**config.mk**
```make
export PLATFORM = sky130hd
export DESIGN_NAME = pc_sequencer_flat
export DESIGN_NICKNAME = d
export VERILOG_FILES = /design/src/rtl/seq_pkg.sv /design/src/rtl/pc_sequencer_if.sv /design/src/rtl/seq_cycle_counter.sv /design/src/rtl/pc_sequencer.sv /design/src/flat_wrapper.sv
export SDC_FILE = /design/constraint.sdc
export NUM_CORES = 1
export LEC_CHECK = 0
export CAP_MARGIN = 20
export CORE_MARGIN = 2
export CORE_UTILIZATION = 40
export DETAILED_ROUTE_END_ITERATION = 8
export PLACE_DENSITY_LB_ADDON = 0.25
export SETUP_SLACK_MARGIN = 0.15
export SLEW_MARGIN = 40
export SYNTH_ARGS = -nofsm -noshare
export SYNTH_HDL_FRONTEND = slang
export SYNTH_SLANG_ARGS = --single-unit
export TNS_END_PERCENT = 100
```
**constraint.sdc**
```tcl
create_clock -name clk -period 2 [get_ports clk]
set_input_delay 0.2 -clock clk [delete_from_list [all_inputs] [get_ports clk]]
set_output_delay 0.2 -clock clk [all_outputs]
set_load 0.02 [all_outputs]
```
**src/rtl/seq_pkg.sv**
```systemverilog
// Shared definitions for the pc_sequencer block.
//
// Contents:
//   INST_W       - instruction word width of the accumulator core
//   HALT_OPCODE  - value of inst[8:5] that stops the sequencer
//   seq_state_t  - sequencer states (IDLE, RUN, MEM_WAIT, HALTED)
//   is_halt()    - HALT decode on the top opcode nibble
package seq_pkg;

  localparam int INST_W = 9;
  localparam logic [3:0] HALT_OPCODE = 4'b1111;

  typedef enum logic [1:0] {
    IDLE,
    RUN,
    MEM_WAIT,
    HALTED
  } seq_state_t;

  // Only the opcode nibble is passed in, so callers slice inst[8:5].
  function automatic logic is_halt(input logic [3:0] opcode);
    return opcode == HALT_OPCODE;
  endfunction

endpackage

```
**src/rtl/pc_sequencer_if.sv**
```systemverilog
// Instruction/data-memory handshake bundle between the sequencer, the
// instruction ROM / decoder and data memory.
//
// Signals:
//   pc              - current instruction address (sequencer -> ROM)
//   inst            - instruction at pc, combinational ROM read
//   branch_en       - decoder: current branch is taken
//   branch_target   - LUT target for inst[4:0]
//   memory_read_en  - decoder: LOAD
//   memory_write_en - decoder: STORE
//   mem_ack         - data memory completes the access this cycle
//   mem_req         - data-memory access request (sequencer -> memory)
//   retire          - current instruction commits this cycle
//
// Modports: master = sequencer side, slave = core / memory side.
interface pc_sequencer_if #(
  parameter int PC_W = 10
);
  import seq_pkg::*;

  logic [PC_W-1:0]   pc;
  logic [INST_W-1:0] inst;
  logic              branch_en;
  logic [PC_W-1:0]   branch_target;
  logic              memory_read_en;
  logic              memory_write_en;
  logic              mem_ack;
  logic              mem_req;
  logic              retire;

  modport master (
    output pc, mem_req, retire,
    input  inst, branch_en, branch_target, memory_read_en, memory_write_en, mem_ack
  );

  modport slave (
    input  pc, mem_req, retire,
    output inst, branch_en, branch_target, memory_read_en, memory_write_en, mem_ack
  );

endinterface

```
**src/rtl/seq_cycle_counter.sv**
```systemverilog
// Saturating 32-bit busy-cycle counter for the pc_sequencer.
//
// Ports:
//   clk, rst_n - clock and asynchronous active-low reset
//   clear      - zero the counter (a new program is starting)
//   inc        - count this cycle (sequencer busy)
//   count      - current count, sticks at 0xFFFF_FFFF
module seq_cycle_counter (
  input  logic        clk,
  input  logic        rst_n,
  input  logic        clear,
  input  logic        inc,
  output logic [31:0] count
);

  logic [31:0] count_q;
  logic [31:0] count_d;

  // Clear wins over increment; the counter never rolls back to zero by itself.
  always_comb begin
    count_d = count_q;
    if (clear) begin
      count_d = '0;
    end else if (inc && (count_q != 32'hFFFF_FFFF)) begin
      count_d = count_q + 32'd1;
    end
  end

  always_ff @(posedge clk or negedge rst_n) begin
    if (!rst_n) begin
      count_q <= '0;
    end else begin
      count_q <= count_d;
    end
  end

  assign count = count_q;

endmodule

```
**src/rtl/pc_sequencer.sv**
```systemverilog
// Instruction sequencer for the 9-bit accumulator core. Owns the program
// counter, advances one instruction per cycle, applies taken branches and
// stalls on LOAD/STORE until data memory acknowledges. retire gates all
// architectural writes downstream.
//
// Ports:
//   clk, rst_n  - clock and asynchronous active-low reset
//   start       - pulse, begins execution at START_PC from IDLE or HALTED
//   bus         - pc_sequencer_if master (pc, inst, branch, memory handshake, retire)
//   busy        - high in RUN and MEM_WAIT
//   done        - high in HALTED
//   cycle_count - busy-cycle counter, present only with PC_SEQ_CYCLE_COUNT_EN
//
// Build option: define PC_SEQ_CYCLE_COUNT_EN to add the cycle_count output.
module pc_sequencer
  import seq_pkg::*;
#(
  parameter int PC_W     = 10,
  parameter int START_PC = 0
) (
  input  logic                clk,
  input  logic                rst_n,
  input  logic                start,
  pc_sequencer_if.master      bus,
`ifdef PC_SEQ_CYCLE_COUNT_EN
  output logic [31:0]         cycle_count,
`endif
  output logic                busy,
  output logic                done
);

  localparam logic [PC_W-1:0] START_PC_V = PC_W'(START_PC);
  localparam logic [PC_W-1:0] PC_ONE     = PC_W'(1);

  seq_state_t      state_q;
  seq_state_t      state_d;
  logic [PC_W-1:0] pc_q;
  logic [PC_W-1:0] pc_d;
  logic [PC_W-1:0] pc_inc;
  logic            mem_op;
  logic            halt_inst;
  logic            mem_req;
  logic            retire;

  // pc+1 wraps naturally at the PC_W boundary.
  assign pc_inc    = pc_q + PC_ONE;
  assign mem_op    = bus.memory_read_en | bus.memory_write_en;
  assign halt_inst = is_halt(bus.inst[INST_W-1:INST_W-4]);

  // In RUN the order is HALT, then memory op, then branch/sequential, so a
  // stray branch_en alongside a memory op is ignored. mem_req and retire are
  // purely combinational so an async reset drops them immediately.
  always_comb begin
    state_d = state_q;
    pc_d    = pc_q;
    mem_req = 1'b0;
    retire  = 1'b0;
    busy    = 1'b0;
    done    = 1'b0;
    case (state_q)
      IDLE: begin
        if (start) begin
          pc_d    = START_PC_V;
          state_d = RUN;
        end
      end
      RUN: begin
        busy = 1'b1;
        if (halt_inst) begin
          state_d = HALTED;
        end else if (mem_op) begin
          mem_req = 1'b1;
          if (bus.mem_ack) begin
            retire = 1'b1;
            pc_d   = pc_inc;
          end else begin
            state_d = MEM_WAIT;
          end
        end else begin
          retire = 1'b1;
          pc_d   = bus.branch_en ? bus.branch_target : pc_inc;
        end
      end
      MEM_WAIT: begin
        busy    = 1'b1;
        mem_req = 1'b1;
        if (bus.mem_ack) begin
          retire  = 1'b1;
          pc_d    = pc_inc;
          state_d = RUN;
        end
      end
      HALTED: begin
        done = 1'b1;
        if (start) begin
          pc_d    = START_PC_V;
          state_d = RUN;
        end
      end
      default: begin
        state_d = IDLE;
      end
    endcase
  end

  always_ff @(posedge clk or negedge rst_n) begin
    if (!rst_n) begin
      state_q <= IDLE;
      pc_q    <= START_PC_V;
    end else begin
      state_q <= state_d;
      pc_q    <= pc_d;
    end
  end

  assign bus.pc      = pc_q;
  assign bus.mem_req = mem_req;
  assign bus.retire  = retire;

`ifdef PC_SEQ_CYCLE_COUNT_EN
  // A start is only accepted from IDLE or HALTED, which is when the count restarts.
  logic count_clear;
  assign count_clear = start && ((state_q == IDLE) || (state_q == HALTED));

  seq_cycle_counter u_cycle_counter (
    .clk   (clk),
    .rst_n (rst_n),
    .clear (count_clear),
    .inc   (busy),
    .count (cycle_count)
  );
`endif

endmodule

```
**src/flat_wrapper.sv**
```systemverilog
// flat-port wrapper written by rule: the top's interface ports become plain ports
module pc_sequencer_flat import seq_pkg::*;
#(
  parameter int PC_W     = 10,
  parameter int START_PC = 0
)
  (clk, rst_n, start, busy, done, bus_pc, bus_mem_req, bus_retire, bus_inst, bus_branch_en, bus_branch_target, bus_memory_read_en, bus_memory_write_en, bus_mem_ack);
  pc_sequencer_if #(.PC_W(PC_W)) bus_i ();
  input  logic clk;
  input  logic rst_n;
  input  logic start;
  output logic busy;
  output logic done;
  output wire logic [$bits(bus_i.pc)-1:0] bus_pc;
  output wire logic [$bits(bus_i.mem_req)-1:0] bus_mem_req;
  output wire logic [$bits(bus_i.retire)-1:0] bus_retire;
  input wire logic [$bits(bus_i.inst)-1:0] bus_inst;
  input wire logic [$bits(bus_i.branch_en)-1:0] bus_branch_en;
  input wire logic [$bits(bus_i.branch_target)-1:0] bus_branch_target;
  input wire logic [$bits(bus_i.memory_read_en)-1:0] bus_memory_read_en;
  input wire logic [$bits(bus_i.memory_write_en)-1:0] bus_memory_write_en;
  input wire logic [$bits(bus_i.mem_ack)-1:0] bus_mem_ack;
  assign bus_pc = bus_i.pc;
  assign bus_mem_req = bus_i.mem_req;
  assign bus_retire = bus_i.retire;
  assign bus_i.inst = bus_inst;
  assign bus_i.branch_en = bus_branch_en;
  assign bus_i.branch_target = bus_branch_target;
  assign bus_i.memory_read_en = bus_memory_read_en;
  assign bus_i.memory_write_en = bus_memory_write_en;
  assign bus_i.mem_ack = bus_mem_ack;
  pc_sequencer #(.PC_W(PC_W), .START_PC(START_PC)) u_core (.clk(clk), .rst_n(rst_n), .start(start), .bus(bus_i), .busy(busy), .done(done));
endmodule
```
* Word level (Yosys, flattened, before mapping)
Index checks and enable logic that the tools add are counted.
Storage, ports and cells: register bits after elaboration 12, word-level logic and storage cells 39
Operators by class: mux-type cells 21, equality and inequality tests 9, reductions and logical operators 5, $add $sub $neg 1, bitwise operators 1
Operator list (count):
- 10-bit two-way mux | 5
- 10-bit one-hot mux with 3 select lines | 1
- 10-bit by 1-bit adder with 10-bit output, second input constant | 1
- 2-bit two-way mux | 5
- 1-bit two-way mux | 7
- 2-bit one-hot mux with 3 select lines | 1
- 2-bit equality test, second input constant | 2
- 4-bit equality test, second input constant | 1
- 2-bit != test, second input constant | 2
- 1-bit one-hot mux with 2 select lines | 2
- 4-bit AND reduction | 1
- 2-bit OR reduction | 2
- 3-bit by 1-bit != test with 1-bit output, second input constant | 1
- 3-bit by 2-bit != test with 1-bit output, second input constant | 1
- 2-bit by 1-bit equality test with 1-bit output, second input constant | 1
- 2-bit zero test | 1
- 2-bit by 1-bit != test with 1-bit output, second input constant | 1
- 2-bit AND reduction | 1
- 1-bit bitwise OR | 1

* Logic depth before layout (Yosys ltp)
Gate-level depths: netlist of run 1.
depth after elaboration 5, mapped depth 9, mapped depth without buffers 7

* Worst setup path before layout of run 1
Ideal clock, no wire load.
path type flip-flop to flip-flop, from reg u_core.state_q[0], to reg u_core.pc_q[6], in the netlist u_core.bus.pc[6], period minus slack after synthesis 1.741 ns, buffers on the path 1, setup slack 0.259 ns, data required time 1.859 ns, library setup time 0.141 ns, arrival 1.599 ns, stages on the path, launching flop included 9, path through dfrtp_1 inv_1 ha_1 nand2b_1 o21a_1 clkbuf_1 o21ai_0 a32oi_1 o31ai_1
Between the ends: longest elaborated chain between the ends 4, elaborated cells on any way between the ends 9, those cells by class eq/ne (5); mux (1); reduce/logical (3)
Ends and longest elaborated chain:
- start: declaration | RTL line pc_sequencer.sv:35 | seq_state_t state_q;
- start signal: assignment | RTL line pc_sequencer.sv:111 | state_q <= state_d;
- 2-bit equality test or 2-bit zero test (tied branches) | RTL line pc_sequencer.sv:60 | case (state_q)
- 2-bit OR reduction (no source line)
- 2-bit by 1-bit != test with 1-bit output (no source line)
- 2-bit AND reduction (no source line)
- end signal: assignment | RTL line pc_sequencer.sv:112 | pc_q <= pc_d;
- end: declaration | RTL line pc_sequencer.sv:37 | logic [PC_W-1:0] pc_q;
Several ways; a longest one is shown, not always the timed one. A chain may end at the register's enable or synchronous reset.

* Final worst setup path of run 1
from reg u_core.state_q[1], to out bus_retire
Between the ends: longest elaborated chain between the ends 2, elaborated cells on any way between the ends 3, those cells by class eq/ne (2); mux (1)
Ends and longest elaborated chain:
- 2-bit equality test or 2-bit by 1-bit equality test with 1-bit output (tied branches) | RTL line pc_sequencer.sv:60
- 1-bit one-hot mux with 2 select lines * | RTL line pc_sequencer.sv:60
- end: declaration | RTL line flat_wrapper.sv:16 | output wire logic [$bits(bus_i.retire)-1:0] bus_retire;
Every way passes the cells marked *; elsewhere a longest branch is shown, timed or not.

==> impl_results.md, run 1 <==
- Final Net Count: approximately 220
- Critical Path Source Type: register
- Initial Utilization: 0.415
- Syn_nets: 180
- Clock Tree Buf Depth: 2
- Clock transition at the registers of the reported paths: 90 ps
- Synthesized area: 1130 µm²
- Final HPWL DP: 2510 µm
- RSZ-0062 raised after global routing: true
- Seq cells post-synth: 12
- Ys flop type: dfrtp_1
- Number of global-route vias before repair: between 1000 and 1500
- Ys Warns: 0
- Reg2reg path depth: 7
- Placed Cells: 218
- WL final: 3530 µm
- Max stage delay on crit path: 440 ps
- Worst EP required: 1800 ps
- Clock sink total: 12
- Final Max Slew Viols: 0
- Async set-reset flop share out of synthesis: 1.00
- WS Path Type: reg2out
- Switching power total: 0.00100 W
- Switching Fraction: 0.487
- Outcome: finished, final reports clean
- Share of cells above drive strength 1: 0.172
- Min cycle time layout: around 1800 ps
- Die ar.: 3280 µm²
- Reg2Reg Capture Point: u_core.bus.pc[7]
- Largest net degree at the start of global routing: 13
- GP Congestion: 0.846
- Yosys cell types: 42
- Post-Layout Cell Count: approximately 220
- Top cell family by delay on the critical path: flip-flops
- Critical Path End Type: primary output
- First-pass GRT wire length: 5690 µm
- Post-synth top area share: 0.265
- Sequential area share after synthesis: 0.265
- Yosys top cell by area: dfrtp_1
- Worst r2r src: u_core.state_q[1]
- Logic pwr share: 0.689
- Worst Skew: between 5 and 6 ps
- Met1 Use GR: 0.314
- Congestion Overflow GR: 0
- Die height: 57.3 µm
- Total CTS buffers: 3
- Slowest-stage cell, CP: dfrtp_1
- Core ar.: 2730 µm²
- Slew headroom: 0.614
- Met3 Use GR: 0.0408
- Worst skew pair latency: 270 ps
- Buffers added on ports: 34
- Cell Chain, Critical Path: inv_1 > ha_4 > and2_4 > o21ai_0 > a21oi_1 > clkdlybuf4s15_2
- Drt via density: 5.96
- Drt pass-1 iters: 4
- Worst-Margin Slew: slightly below 600 ps
- CP Buf/Inv Count: 2
- Number of routed nets with antenna violations: 0
- Chip width: 57.3 µm
- Most used routing layer: met2
- Via count: around 1300
- Most numerous cell in the Yosys netlist: o21ai_0
- Max_cap viols: 0
- Number of diodes: 0
- Fin Hold WS: 286 ps
- Worst VDD drop: 0.00106 V
- Clk pwr share: 0.077
- CTS Root Cell: clkbuf_4
- Worst R2R Setup Slack: around 200 ps
- Num rows: 19
- Worst Path Max Fanout: 5
- Overall power: just over 0.002 W
- Mean Syn Cell Area: around 7.6 µm²
- Area delta synth->final: 45.6%
- Syn Inst Count: 150
- Drt first-iter violations: 63
- Post-synth EDFFs: 0
- Final hold viol count: 0
- Leak: 0.647 nW
- # IOs: 40
- Initial antenna violation count: 0
- H-tree depth: 1
- GRT met2 Usage: 0.325
- Fmax: 542 MHz
- Total power divided by cell area: roughly 1200 nW/µm²
- Worst Hold Class: in2async
- Final setup fails: 0
- Internal: between 0.001 and 0.0015 W
- Area contributors post-synth: dfrtp_1 (26%), o21ai_0 (8.8%), nor2_1 (5.6%)
- Reg power frac: 0.234
- Arrival time at the worst endpoint: 1640 ps
- Most frequent cells after synthesis: o21ai_0 (20), nor2_1 (17), dfrtp_1 (12)
- DRC: 0
- DR WL/cell: 15.8 µm
- CTS tree: built
- Part of the cycle the worst path needs: 0.922
- Overall Global Routing Usage: 0.219
-- cells in the final DEF, fill, tap and decap left out, drive strengths merged, types with 3 or more instances in the layout --
| master | count |
|---|---|
| xnor2 | 3 |
| clkdlybuf4s50 | 31 |
| inv | 6 |
| clkbuf | 3 |
| xor2 | 3 |
| ha | 4 |
| a21oi | 8 |
| a31oi | 4 |
| o21ai | 25 |
| nand2 | 9 |
| nand3 | 9 |
| buf | 15 |
| nand4 | 5 |
| nor2 | 18 |
| a32oi | 4 |
| dfrtp | 12 |
-- worst reg2reg max path: stages, from the launching register on --
cell and delay (ps):
dfrtp_1 440, inv_1 130, ha_4 170, nor3b_4 330, o21ai_2 90, a21boi_1 140, o32ai_1 280, a22o_1 160
-- through the flow --
| step | setup slack, ps | TNS (ps) | area [µm²] | utilization |
|---|---|---|---|---|
| 2_1_floorplan | 259 | 0 | 1130 | - |
| 3_3_place_gp | 30.8 | 0 | 1560 | 0.570 |
| 3_5_place_dp | -16.2 | -16.2 | 1560 | 0.570 |
| 4_1_cts | 98.7 | 0 | 1590 | 0.582 |
| 5_1_grt | 47.7 | 0 | 1650 | 0.605 |
| 6_report | 156 | 0 | 1650 | 0.605 |
-- worst max path at each step --
stage                      start  slack [ps]  cells after the start          endpoint
5_1_grt        u_core.state_q[1]          50                      6        bus_retire
6_report       u_core.state_q[1]         160                      6        bus_retire
3_3_place_gp   u_core.state_q[1]          30                      6        bus_retire
4_1_cts        u_core.state_q[1]         100                      6        bus_retire
3_5_place_dp   u_core.state_q[1]         -20                      6        bus_retire
2_1_floorplan  u_core.state_q[0]         260                      8  u_core.bus.pc[6]
-- per-layer routing --
| metal | vias to the layer above | wire, µm |
|---|---|---|
| met2 | 53 | 1690 |
| met3 | 2 | 255 |
| met5 | - | 0 |
| met1 | 631 | 1570 |
| li1 | 644 | - |
| met4 | 0 | 16 |
-- registers in the layout (all words and copies together), names as in the netlist --
| name | flops |
|---|---|
| u_core.bus.pc | 10 |
| u_core.state_q | 2 |
-- kinds of logic (layout without fill, tap and decap cells) --
kind of cell	after synthesis	count (layout)	synth area share
AOI/OAI and AO/OA	55	56	0.309
xor gates and xnor gates	6	6	0.0463
adders and majority gates	4	4	0.0441
buffers and inverters	17	58	0.0695
DFF	12	12	0.265
muxes	2	2	0.0176
and+or+nand+nor	54	54	0.249
-- area by class of cell --
cell class	count	area (µm²)
clock buffer	3	22.5
multi-input combinational	122	820
fill	237	1080
sequential	12	302
timing repair buffer	48	444
tap	31	38.8
inverter	7	26.3
-- power by group through the flow --
stage	clock network [W]	logic (W)	registers [W]
6_report	0.000159	0.00141	0.000480
3_5_place_dp	0	0.00126	0.000470
4_1_cts	0.000162	0.00127	0.000466
3_3_place_gp	0	0.00124	0.000465
2_1_floorplan	0	0.000768	0.000484
5_1_grt	0.000174	0.00155	0.000494
-- repair_timing --
action	CTS	global route
endpoints found under the setup margin	9	10
hold buffers	0	0
gates cloned	0	1
setup buffers	0	1
resized for setup	13	10
pin swaps	0	1
No activity file was read; power rests on OpenSTA's default activity.
==> inputs of run 2 (changes only) <==
--- a/config.mk
+++ b/config.mk
@@ -8,10 +8,11 @@
 export CAP_MARGIN = 20
 export CORE_MARGIN = 2
 export CORE_UTILIZATION = 40
+export CTS_CLUSTER_DIAMETER = 80
 export DETAILED_ROUTE_END_ITERATION = 8
 export PLACE_DENSITY_LB_ADDON = 0.25
 export SETUP_SLACK_MARGIN = 0.15
-export SLEW_MARGIN = 40
+export SLEW_MARGIN = 10
 export SYNTH_ARGS = -nofsm -noshare
 export SYNTH_HDL_FRONTEND = slang
 export SYNTH_SLANG_ARGS = --single-unit
==> constraint.sdc (replaced) <==
create_clock -name clk -period 2.2 [get_ports clk]
set_input_delay 0.22 -clock clk [delete_from_list [all_inputs] [get_ports clk]]
set_output_delay 0.22 -clock clk [all_outputs]
set_load 0.02 [all_outputs]
==> run 2 against run 1 <==
Compared with the run above: critical path depth rose by 2; first-iteration DRC count fell by 17%; non-clock buffer count is 9 lower; via count decreased by 3.4%; combinational power shrank 21%; hold slack better by 11 ps; total power down 16%; cell area decreased by 7.0%; core utilization fell by 4.2 points; sequential share of layout area increased by 1.3 points; global-route usage decreased by 0.65 points; highest routed layer unchanged.
==> impl_results.md, run 2 (synthesis gave the netlist of run 1 again) <==
- Worst EP required: 2410 ps (+610 ps)
- Min cycle time layout: 1850 ps
- Commonest non-fill, non-tap cell in the layout: clkdlybuf4s50_1
- Overall Global Routing Usage: 0.212 (-0.00654)
- Buffers added on ports: 34 (unchanged)
- Worst skew pair latency: 290 ps (+20 ps)
- Drt first-iter violations: 52 (-17%)
- DR WL/cell: 15.3 µm (-3.2%)
- Worst Skew: 16.0 ps (+10.2 ps)
- Most frequent cells in the layout: clkdlybuf4s50_1 (31), o21ai_0 (20), nor2_1 (17)
- Largest net degree at the start of global routing: 16 (+3)
- WS Path Type: reg2reg
- Chip width: 57.3 µm (unchanged)
- Worst-Margin Slew: 597 ps (+20.1 ps)
- Critical Path Source Type: register
- Num rows: 19 (unchanged)
- Part of the cycle the worst path needs: 0.842
- Post-CTS Setup Inserts: 0 (unchanged)
- Fillers: 273 (+15%)
- Critical Path End Type: register
- Fin Hold WS: 296 ps (+10.8 ps)
- Final hold viol count: 0 (unchanged)
- GP Congestion: 0.802 (-5.1%)
- Drt via density: 6.00 (+0.68%)
- Initial antenna violation count: 0 (unchanged)
- Worst VDD drop: 0.000797 V (-24%)
- Total CTS buffers: 3 (unchanged)
- DRC: 0 (unchanged)
- Final Net Count: 214 (-4.5%)
- Clock transition at the registers of the reported paths: 90 ps (about the same)
- Overall power: 0.00173 W (-16%)
- Largest register FFs: 10 (unchanged)
- WL final: 3280 µm (-7.1%)
- CTS tree: built
- Core ar.: 2730 µm² (unchanged)
- Total power divided by cell area: 1120 nW/µm² (-9.5%)
- Die height: 57.3 µm (unchanged)
- Slew headroom: 0.601 (-0.0135)
- H-tree depth: 1 (unchanged)
- RSZ-0062 raised after global routing: false
- Final Max Slew Viols: 0 (unchanged)
- Number of diodes: 0 (unchanged)
- Max_cap viols: 0 (unchanged)
- First-pass GRT wire length: 5550 µm (-2.4%)
- Number of routed nets with antenna violations: 0 (unchanged)
- Number of global-route vias before repair: 1182 (-6.9%)
- Fmax: 540 MHz
- Initial Utilization: 0.415 (unchanged)
- Worst Path Max Fanout: 10 (+5)
- Dpl cell area: 1500 µm² (-3.9%)
- Clock Tree Buf Depth: 2 (unchanged)
- Arrival time at the worst endpoint: 2060 ps (+420 ps)
- Clock sink total: 12 (unchanged)
- Finished Cell Area: 1540 µm² (-7.0%)
- CTS Root Cell: clkbuf_4
- Outcome: finished, final reports clean
- Final setup fails: 0 (unchanged)
- Final HPWL DP: 2370 µm (-5.5%)
- Share of cells above drive strength 1: 0.109 (-0.0626)
- Setup TNS Final: 0 ps (unchanged)
- Via count: 1285 (-3.4%)
- # IOs: 40 (unchanged)
- Area delta synth->final: 35.5%
- Leak: 0.612 nW (-5.5%)
- Worst Hold Class: in2async
- Worst R2R Setup Slack: 350 ps (+150 ps)
- Die ar.: 3280 µm² (unchanged)
- Drt pass-1 iters: 4 (unchanged)
- Congestion Overflow GR: 0 (unchanged)
## run 2: area by class of cell
class,count,area [µm²],share of cell area
clock buffer,4,36.3,0.0236
multi-input combinational,121,766,0.498
tap,31,38.8,0.0252
sequential,12,300,0.195
timing repair buffer,39,370,0.241
inverter,7,26.3,0.0171
## run 2: routing by layer
| layer | up-vias | global-route usage | wire (µm) |
|---|---|---|---|
| met4 | 0 | 0.0598 | 34 |
| met1 | 617 | 0.312 | 1510 |
| met2 | 42 | 0.319 | 1530 |
| met5 | - | 0 | 0 |
| met3 | 5 | 0.0385 | 198 |
| li1 | 621 | - | - |
## run 2: critical path, cell delays in order (launching register included)
cell and delay [ps]:
dfrtp_1 410, inv_1 70, ha_1 340, nand2b_1 130, o21ai_1 80, buf_4 170
nor2_1 270, o21ai_0 140, o211ai_1 180
## run 2: through the flow
step,cells,util,worst slack (ps)
detailed placement,210,0.548,74.5
CTS,214,0.561,176
floorplan,150,-,459
global placement,210,0.548,99.7
global route,214,0.562,164
finish,214,0.562,349
## run 2: where the power goes
| part | leakage, nW | internal, W | switching [W] |
|---|---|---|---|
| clock | 0.0210 | 0.000101 | 0.0000866 |
| sequential | 0.157 | 0.000295 | 0.000134 |
| combinational | 0.434 | 0.000490 | 0.000621 |
## run 2: path summary, 6_finish.rpt
kind / from / end / cells past startpoint
max: u_core.state_q[0] / u_core.bus.pc[9] / 8
min: rst_n / u_core.bus.pc[7] / 1
max reg2reg: u_core.state_q[0] / u_core.bus.pc[9] / 8
min reg2reg: u_core.state_q[1] / u_core.state_q[1] / 2
max in group asynchronous: rst_n / u_core.bus.pc[1] / 1
min in group clk: bus_branch_target[3] / u_core.bus.pc[3] / 3
## run 2: repair_timing
action | CTS | global route
endpoints found under the setup margin | 2 | 6
gates resized for setup | 3 | 8
hold buffers | 0 | 0
gates cloned | 0 | 0
